File: config.mk
export PLATFORM = sky130hd
export DESIGN_NAME = quadrant_sequencer
export DESIGN_NICKNAME = d
export VERILOG_FILES = /design/src/rtl/quadrant_sequencer.sv
export SDC_FILE = /design/constraint.sdc
export NUM_CORES = 1
export LEC_CHECK = 0
export CORE_ASPECT_RATIO = 1.1
export CORE_UTILIZATION = 59
export CTS_BUF_LIST = sky130_fd_sc_hd__clkbuf_8
export DETAILED_ROUTE_END_ITERATION = 8
export GPL_TIMING_DRIVEN = 1
export PLACE_DENSITY = 0.89
export SLEW_MARGIN = 10
export SYNTH_ARGS = -nofsm -noshare
export SYNTH_HDL_FRONTEND = slang
export SYNTH_SLANG_ARGS = --single-unit
File: constraint.sdc
create_clock -name clk -period 3.72 [get_ports clk]
set_clock_uncertainty 0.1 [all_clocks]
set_input_delay 0.93 -clock clk [delete_from_list [all_inputs] [get_ports clk]]
set_output_delay 0.93 -clock clk [all_outputs]
set_load 0.05 [all_outputs]
File: src/rtl/quadrant_sequencer.sv
// quadrant_sequencer: round-robin resolver tracking-loop sequencer.
// Each channel gets one select -> settle -> sample -> update dwell per scan.
// Its quadrant sign lines and MSA segment select are latched from its angle
// counter at SELECT. The counter is then stepped by the analog error reply.
module quadrant_sequencer #(
  parameter int N_CH    = 3,
  parameter int ANG_W   = 16,
  parameter int NSEG    = 4,
  parameter int SETTLE  = 8,
  parameter int TIMEOUT = 64,
  localparam int CH_W   = (N_CH > 1) ? $clog2(N_CH) : 1
) (
  input  logic                   clk,
  input  logic                   rst,
  input  logic                   enable,
  input  logic                   load_valid,
  input  logic [CH_W-1:0]        load_ch,
  input  logic [ANG_W-1:0]       load_angle,
  input  logic                   err_valid,
  input  logic                   err_up,
  input  logic                   err_dn,
  input  logic                   fault_clr,
  output logic [CH_W-1:0]        sel_ch,
  output logic                   sin_neg,
  output logic                   cos_neg,
  output logic [NSEG-1:0]        seg_sel_n,
  output logic                   sample_req,
  output logic [N_CH-1:0]        cnt_up,
  output logic [N_CH-1:0]        cnt_dn,
  output logic [N_CH*ANG_W-1:0]  angle,
  output logic [N_CH-1:0]        fault
);

  localparam int SEG_W   = $clog2(NSEG);
  localparam int TMR_MAX = (SETTLE > TIMEOUT) ? SETTLE : TIMEOUT;
  localparam int TMR_W   = $clog2(TMR_MAX + 1);

  typedef enum logic [2:0] {
    S_IDLE   = 3'd0,
    S_SELECT = 3'd1,
    S_SETTLE = 3'd2,
    S_SAMPLE = 3'd3,
    S_UPDATE = 3'd4
  } state_e;

  // Quadrant/segment decode of one angle: {sin_neg, cos_neg, seg_sel_n}.
  function automatic logic [NSEG+1:0] decode_f(input logic [ANG_W-1:0] a);
    logic [1:0]       q;
    logic [SEG_W-1:0] s;
    logic [NSEG-1:0]  onehot;
    q      = a[ANG_W-1 -: 2];
    s      = a[ANG_W-3 -: SEG_W];
    onehot = NSEG'(1) << s;
    return {q[1], q[1] ^ q[0], ~onehot};
  endfunction

  state_e                 state_q, state_d;
  logic [TMR_W-1:0]       tmr_q, tmr_d;
  logic [CH_W-1:0]        sel_ch_q, sel_ch_d;
  logic                   sin_neg_q, sin_neg_d;
  logic                   cos_neg_q, cos_neg_d;
  logic [NSEG-1:0]        seg_sel_n_q, seg_sel_n_d;
  logic                   sample_req_q, sample_req_d;
  logic [N_CH-1:0]        cnt_up_q, cnt_up_d;
  logic [N_CH-1:0]        cnt_dn_q, cnt_dn_d;
  logic [N_CH-1:0]        fault_q, fault_d;
  logic [N_CH*ANG_W-1:0]  angle_q, angle_d;
  logic                   step_up_q, step_up_d;
  logic                   step_dn_q, step_dn_d;

  logic [ANG_W-1:0]       cur_angle_s;
  logic                   settle_done_s;
  logic                   timeout_s;
  logic                   load_ok_s;
  logic                   load_hit_s;

  assign cur_angle_s   = angle_q[int'(sel_ch_q)*ANG_W +: ANG_W];
  assign settle_done_s = (tmr_q == TMR_W'(SETTLE - 1));
  assign timeout_s     = (state_q == S_SAMPLE) && !err_valid &&
                         (tmr_q == TMR_W'(TIMEOUT - 1));
  assign load_ok_s     = load_valid && (int'(load_ch) < N_CH);
  // A load onto the channel being stepped overrides the step and its pulse.
  assign load_hit_s    = load_ok_s && (load_ch == sel_ch_q);

  // Scan FSM state register.
  always_ff @(posedge clk) begin
    if (rst) begin
      state_q <= S_IDLE;
    end else begin
      state_q <= state_d;
    end
  end

  // Scan FSM next-state logic; a dwell always runs through UPDATE once started.
  always_comb begin
    state_d = state_q;
    case (state_q)
      S_IDLE: begin
        if (enable) state_d = S_SELECT;
        else        state_d = S_IDLE;
      end
      S_SELECT: state_d = S_SETTLE;
      S_SETTLE: begin
        if (settle_done_s) state_d = S_SAMPLE;
        else               state_d = S_SETTLE;
      end
      S_SAMPLE: begin
        if (err_valid || timeout_s) state_d = S_UPDATE;
        else                        state_d = S_SAMPLE;
      end
      S_UPDATE: begin
        if (enable) state_d = S_SELECT;
        else        state_d = S_IDLE;
      end
      default: state_d = S_IDLE;
    endcase
  end

  // Output and datapath next values: dwell timer, select latch, step, faults, loads.
  always_comb begin
    sel_ch_d     = sel_ch_q;
    sin_neg_d    = sin_neg_q;
    cos_neg_d    = cos_neg_q;
    seg_sel_n_d  = seg_sel_n_q;
    cnt_up_d     = {N_CH{1'b0}};
    cnt_dn_d     = {N_CH{1'b0}};
    angle_d      = angle_q;
    step_up_d    = step_up_q;
    step_dn_d    = step_dn_q;
    sample_req_d = (state_d == S_SAMPLE);

    if (fault_clr) fault_d = {N_CH{1'b0}};
    else           fault_d = fault_q;

    // Timer restarts on every state entry and only runs in SETTLE/SAMPLE.
    if ((state_d == state_q) && ((state_q == S_SETTLE) || (state_q == S_SAMPLE))) begin
      tmr_d = tmr_q + TMR_W'(1);
    end else begin
      tmr_d = {TMR_W{1'b0}};
    end

    case (state_q)
      S_SELECT: begin
        {sin_neg_d, cos_neg_d, seg_sel_n_d} = decode_f(cur_angle_s);
      end
      S_SAMPLE: begin
        if (err_valid) begin
          step_up_d = err_up;
          step_dn_d = err_dn;
        end else if (timeout_s) begin
          step_up_d = 1'b0;
          step_dn_d = 1'b0;
          fault_d[sel_ch_q] = 1'b1;
        end else begin
          step_up_d = step_up_q;
          step_dn_d = step_dn_q;
        end
      end
      S_UPDATE: begin
        if (sel_ch_q == CH_W'(N_CH - 1)) sel_ch_d = {CH_W{1'b0}};
        else                             sel_ch_d = sel_ch_q + CH_W'(1);
        if (step_up_q && !step_dn_q) begin
          angle_d[int'(sel_ch_q)*ANG_W +: ANG_W] = cur_angle_s + ANG_W'(1);
          cnt_up_d[sel_ch_q] = !load_hit_s;
        end else if (step_dn_q && !step_up_q) begin
          angle_d[int'(sel_ch_q)*ANG_W +: ANG_W] = cur_angle_s - ANG_W'(1);
          cnt_dn_d[sel_ch_q] = !load_hit_s;
        end else begin
          angle_d = angle_q;
        end
      end
      default: begin
        sel_ch_d = sel_ch_q;
      end
    endcase

    // Direct load has the last word on the counter it targets.
    if (load_ok_s) begin
      angle_d[int'(load_ch)*ANG_W +: ANG_W] = load_angle;
    end else begin
      angle_d = angle_d;
    end
  end

  // Datapath and output registers.
  always_ff @(posedge clk) begin
    if (rst) begin
      tmr_q        <= {TMR_W{1'b0}};
      sel_ch_q     <= {CH_W{1'b0}};
      sin_neg_q    <= 1'b0;
      cos_neg_q    <= 1'b0;
      seg_sel_n_q  <= {NSEG{1'b1}};
      sample_req_q <= 1'b0;
      cnt_up_q     <= {N_CH{1'b0}};
      cnt_dn_q     <= {N_CH{1'b0}};
      fault_q      <= {N_CH{1'b0}};
      angle_q      <= {(N_CH*ANG_W){1'b0}};
      step_up_q    <= 1'b0;
      step_dn_q    <= 1'b0;
    end else begin
      tmr_q        <= tmr_d;
      sel_ch_q     <= sel_ch_d;
      sin_neg_q    <= sin_neg_d;
      cos_neg_q    <= cos_neg_d;
      seg_sel_n_q  <= seg_sel_n_d;
      sample_req_q <= sample_req_d;
      cnt_up_q     <= cnt_up_d;
      cnt_dn_q     <= cnt_dn_d;
      fault_q      <= fault_d;
      angle_q      <= angle_d;
      step_up_q    <= step_up_d;
      step_dn_q    <= step_dn_d;
    end
  end

  assign sel_ch     = sel_ch_q;
  assign sin_neg    = sin_neg_q;
  assign cos_neg    = cos_neg_q;
  assign seg_sel_n  = seg_sel_n_q;
  assign sample_req = sample_req_q;
  assign cnt_up     = cnt_up_q;
  assign cnt_dn     = cnt_dn_q;
  assign angle      = angle_q;
  assign fault      = fault_q;

endmodule

==> results of run 1 <==
final cells by class:
class                           instances  area share [%]
Tap cell                              108           2.173
Clock inverter                          7           1.288
Sequential cell                        78           25.11
Inverter                               11          0.6640
Clock buffer                            9           1.992
Multi-Input combinational cell        464           51.43
Timing Repair Buffer                  114           17.34
per-stage QoR:
| step | setup slack (ns) | power, W | util [%] | instance area [sq um] | cells |
|---|---|---|---|---|---|
| 2_1_floorplan | 0.7665 | 0.001066 | - | 4961 | 589 |
| 3_3_place_gp | 0.5418 | 0.001161 | 74.81 | 6015 | 775 |
| 3_5_place_dp | 0.4885 | 0.001169 | 74.81 | 6015 | 775 |
| 4_1_cts | 0.4576 | 0.001829 | 77.34 | 6218 | 791 |
| 5_1_grt | 0.1623 | 0.001887 | 77.34 | 6218 | 791 |
| 6_report | 0.3910 | 0.001836 | 77.34 | 6218 | 791 |
kinds of logic (layout without fill, tap and decap cells):
kind of cell | after synthesis | in the layout | share of synthesized area [%]
compound gates | 220 | 220 | 31.17
mux | 19 | 19 | 3.859
simple gates | 181 | 181 | 20.55
xor+xnor | 30 | 30 | 5.297
fa+ha+maj | 14 | 14 | 3.531
buf+inv | 47 | 141 | 4.111
flops | 78 | 78 | 31.48
cells in the final DEF, fill, tap and decap left out, types with 17 or more instances in the layout:
cell type          n
xnor2_1           21
a211o_1           29
buf_4             23
nand2_1           28
nand3_1           20
nor2_1            54
a21oi_1          113
dfxtp_1           78
clkdlybuf4s50_1   90
mux2i_1           18
nor3_1            17
per-layer routing:
layer	share of wire (%)	GRT usage, %	routed length (um)
met5	0	0	0
met4	3.9	18.56	617
met3	10	7.692	1605
met2	47	58.66	7447
met1	40	48.16	6332
worst register-to-register path, stage by stage (launching register included):
cell and delay (ns):
dfxtp_1 0.67, buf_4 0.30, mux2i_1 0.15, o2bb2ai_2 0.54
nand4_4 0.31, nor4_2 0.41, mux2i_1 0.34, o31ai_1 0.15
a211oi_1 0.28
power by group:
group / internal (W) / switching, W
Clock: 0.000319 / 0.000359
Sequential: 0.000850 / 0.0000186
Combinational: 0.000115 / 0.000174
how the worst max path moves through the flow:
stage / startpoint / end / cells after the start
final: sel_ch[0] / angle[47] / 8
after CTS: sel_ch[0] / angle[47] / 8
after global placement: load_ch[0] / angle[12] / 8
after detailed placement: load_ch[0] / angle[13] / 8
after global routing: sel_ch[0] / angle[47] / 8
after floorplan: sel_ch[0] / angle[38] / 11
sequential cells by signal, summed over array words and instances, names as in the netlist, 2 cells and up:
signal	flops
angle	48
cnt_up	3
seg_sel_n	4
tmr_q	7
sel_ch	2
fault	3
state_q	3
cnt_dn	3
==> reports/qor.csv, run 1 <==
stage,metric,value,unit
outcome,outcome,"complete, no violations",
cts,tritoncts,done,
setup_path,slowest_delay,0.67,ns
setup_path,cp_slowest_cell,dfxtp_1,
floorplan,die_h,98.18,um
logic_synthesis,yosysMostFrequentCell,a21oi_1,
cts,hold_buffers,0,
logic_synthesis,yosys-top-cells-count,"113 x a21oi_1, 78 x dfxtp_1, 54 x nor2_1",
logic_synthesis,ys_warn_count,0,
sta,setup_viol,0,
logic_synthesis,syn_avg_cell_area,8.423,sq um
hold_path,hp-start,tmr_q[0],
logic_synthesis,syn-num-nets,629,
sta,max_freq,300.4,MHz
pwr,leakagePower,2.175,nW
setup_path,path_cells,buf_4 -> mux2i_1 -> o2bb2ai_2 -> nand4_4 -> nor4_2 -> mux2i_1 -> o31ai_1 -> a211oi_1,
pwr,ir_drop,0.1896,mV
detailed_routing,dr.pass1.iters,5,
finish,multi_input_area,3198,sq um
hold_path,hold_class,reg2reg,
finish,drive_gt1_share,10.69,%
cts,post_cts_buffers,0,
floorplan,num_io_pins,92,
setup_path,r2r_slack,0.39,ns
cts,root_buffer,clkbuf_8,
setup_path,cp_max_fo,12,
setup_path,ff2ff_path_depth,8,
finish,num_antenna_cells,0,
finish,fillers,585,
sta,fin_tns_setup,0,ns
floorplan,initial_core_util,61.70,%
sta,worst_pin_slew,0.8505,ns
setup_path,cp.required,3.88,ns
placement,io_buffers,91,
detailed_routing,routed_wl,16.00,mm
global_route,grt_pass1_wl,25.17,mm
global_route,grt_overflow_total,0,
logic_synthesis,synth-main-ff-cell,dfxtp_1,
detailed_routing,vias_per_cell,6.685,
floorplan,core-area,8040,sq um
detailed_routing,drtIter0Drc,558,
sta,period_share,89.49,%
setup_path,cp-end-kind,flop,
cts,clk_pin_slew,0.09,ns
sta,finalMaxSlewViolations,0,
global_route,grt_usage,37.40,%
cts,htree_levels,3,
logic_synthesis,synth.cell_area,4961,sq um
finish,fin_nets,718,
placement,place.gp.congestion,0.9212,
setup_path,crit_type,reg2reg,
setup_path,start_kind,flop,
finish,syn_to_final_growth,25.35,%
detailed_routing,ant_nets,0,
logic_synthesis,synth_edf_count,0,
cts,clock_path_buffers,2,
sta,whs,0.3526,ns
hold_path,whs_path_depth,1,
floorplan,dieArea,8780,sq um
global_route,grt_max_degree,40,
setup_path,path_buf_inv,1,
logic_synthesis,syn_inst,589,
sta,rsz0062_at_grt,no,
setup_path,worstReg2RegEnd,angle[47],
logic_synthesis,ys_top_cells_by_area,"dfxtp_1 31%, a21oi_1 11%, a211o_1 5.1%",
global_route,first_global_vias,5013,
logic_synthesis,synth-async-reset-ratio,0,%
flow_run,maxCapViolations,0,
cts,post_cts_resized,0,
logic_synthesis,seq_area_frac_synth,31.48,%
cts,cts_sinks,78,
sta,maxSlewHeadroom,43.05,%
detailed_routing,vias,5288,
setup_path,cp_top_family,compound AO/OA/AOI/OAI gates,
placement,hpwlAfterDp,11.31,mm
logic_synthesis,synth_top_area_cell,dfxtp_1,
logic_synthesis,synth_top_area_share,31.48,%
setup_path,crit_arrival,3.49,ns
floorplan,die_w,89.43,um
logic_synthesis,yosys_register_bits,78,
hold_path,min_to,tmr_q[0],
cts,insertion_delay,0.37,ns
detailed_routing,wl_per_cell,20.23,um
floorplan,placementRows,34,
setup_path,cp_common_cell,mux2i_1,
detailed_routing,drc,0,
finish,seqCellArea,1562,sq um
logic_synthesis,synth_cell_types,65,
setup_path,rr_startpoint,sel_ch[0],
pwr,p_per_area,295.3,nW/um^2
sta,fin_crit,3.329,ns
global_route,antenna_found_initial,0,
cts,numCtsBuffers,9,
sta,hold_viol,0,
No activity file was read; power rests on OpenSTA's default activity.
==> run 2: changes to the inputs <==
--- a/config.mk
+++ b/config.mk
@@ -5,6 +5,7 @@
 export SDC_FILE = /design/constraint.sdc
 export NUM_CORES = 1
 export LEC_CHECK = 0
+export CAP_MARGIN = 10
 export CORE_ASPECT_RATIO = 1.1
 export CORE_UTILIZATION = 59
 export CTS_BUF_LIST = sky130_fd_sc_hd__clkbuf_8
==> results of run 2 <==
The final DEF is identical to that of run 1; final timing and power are the same.
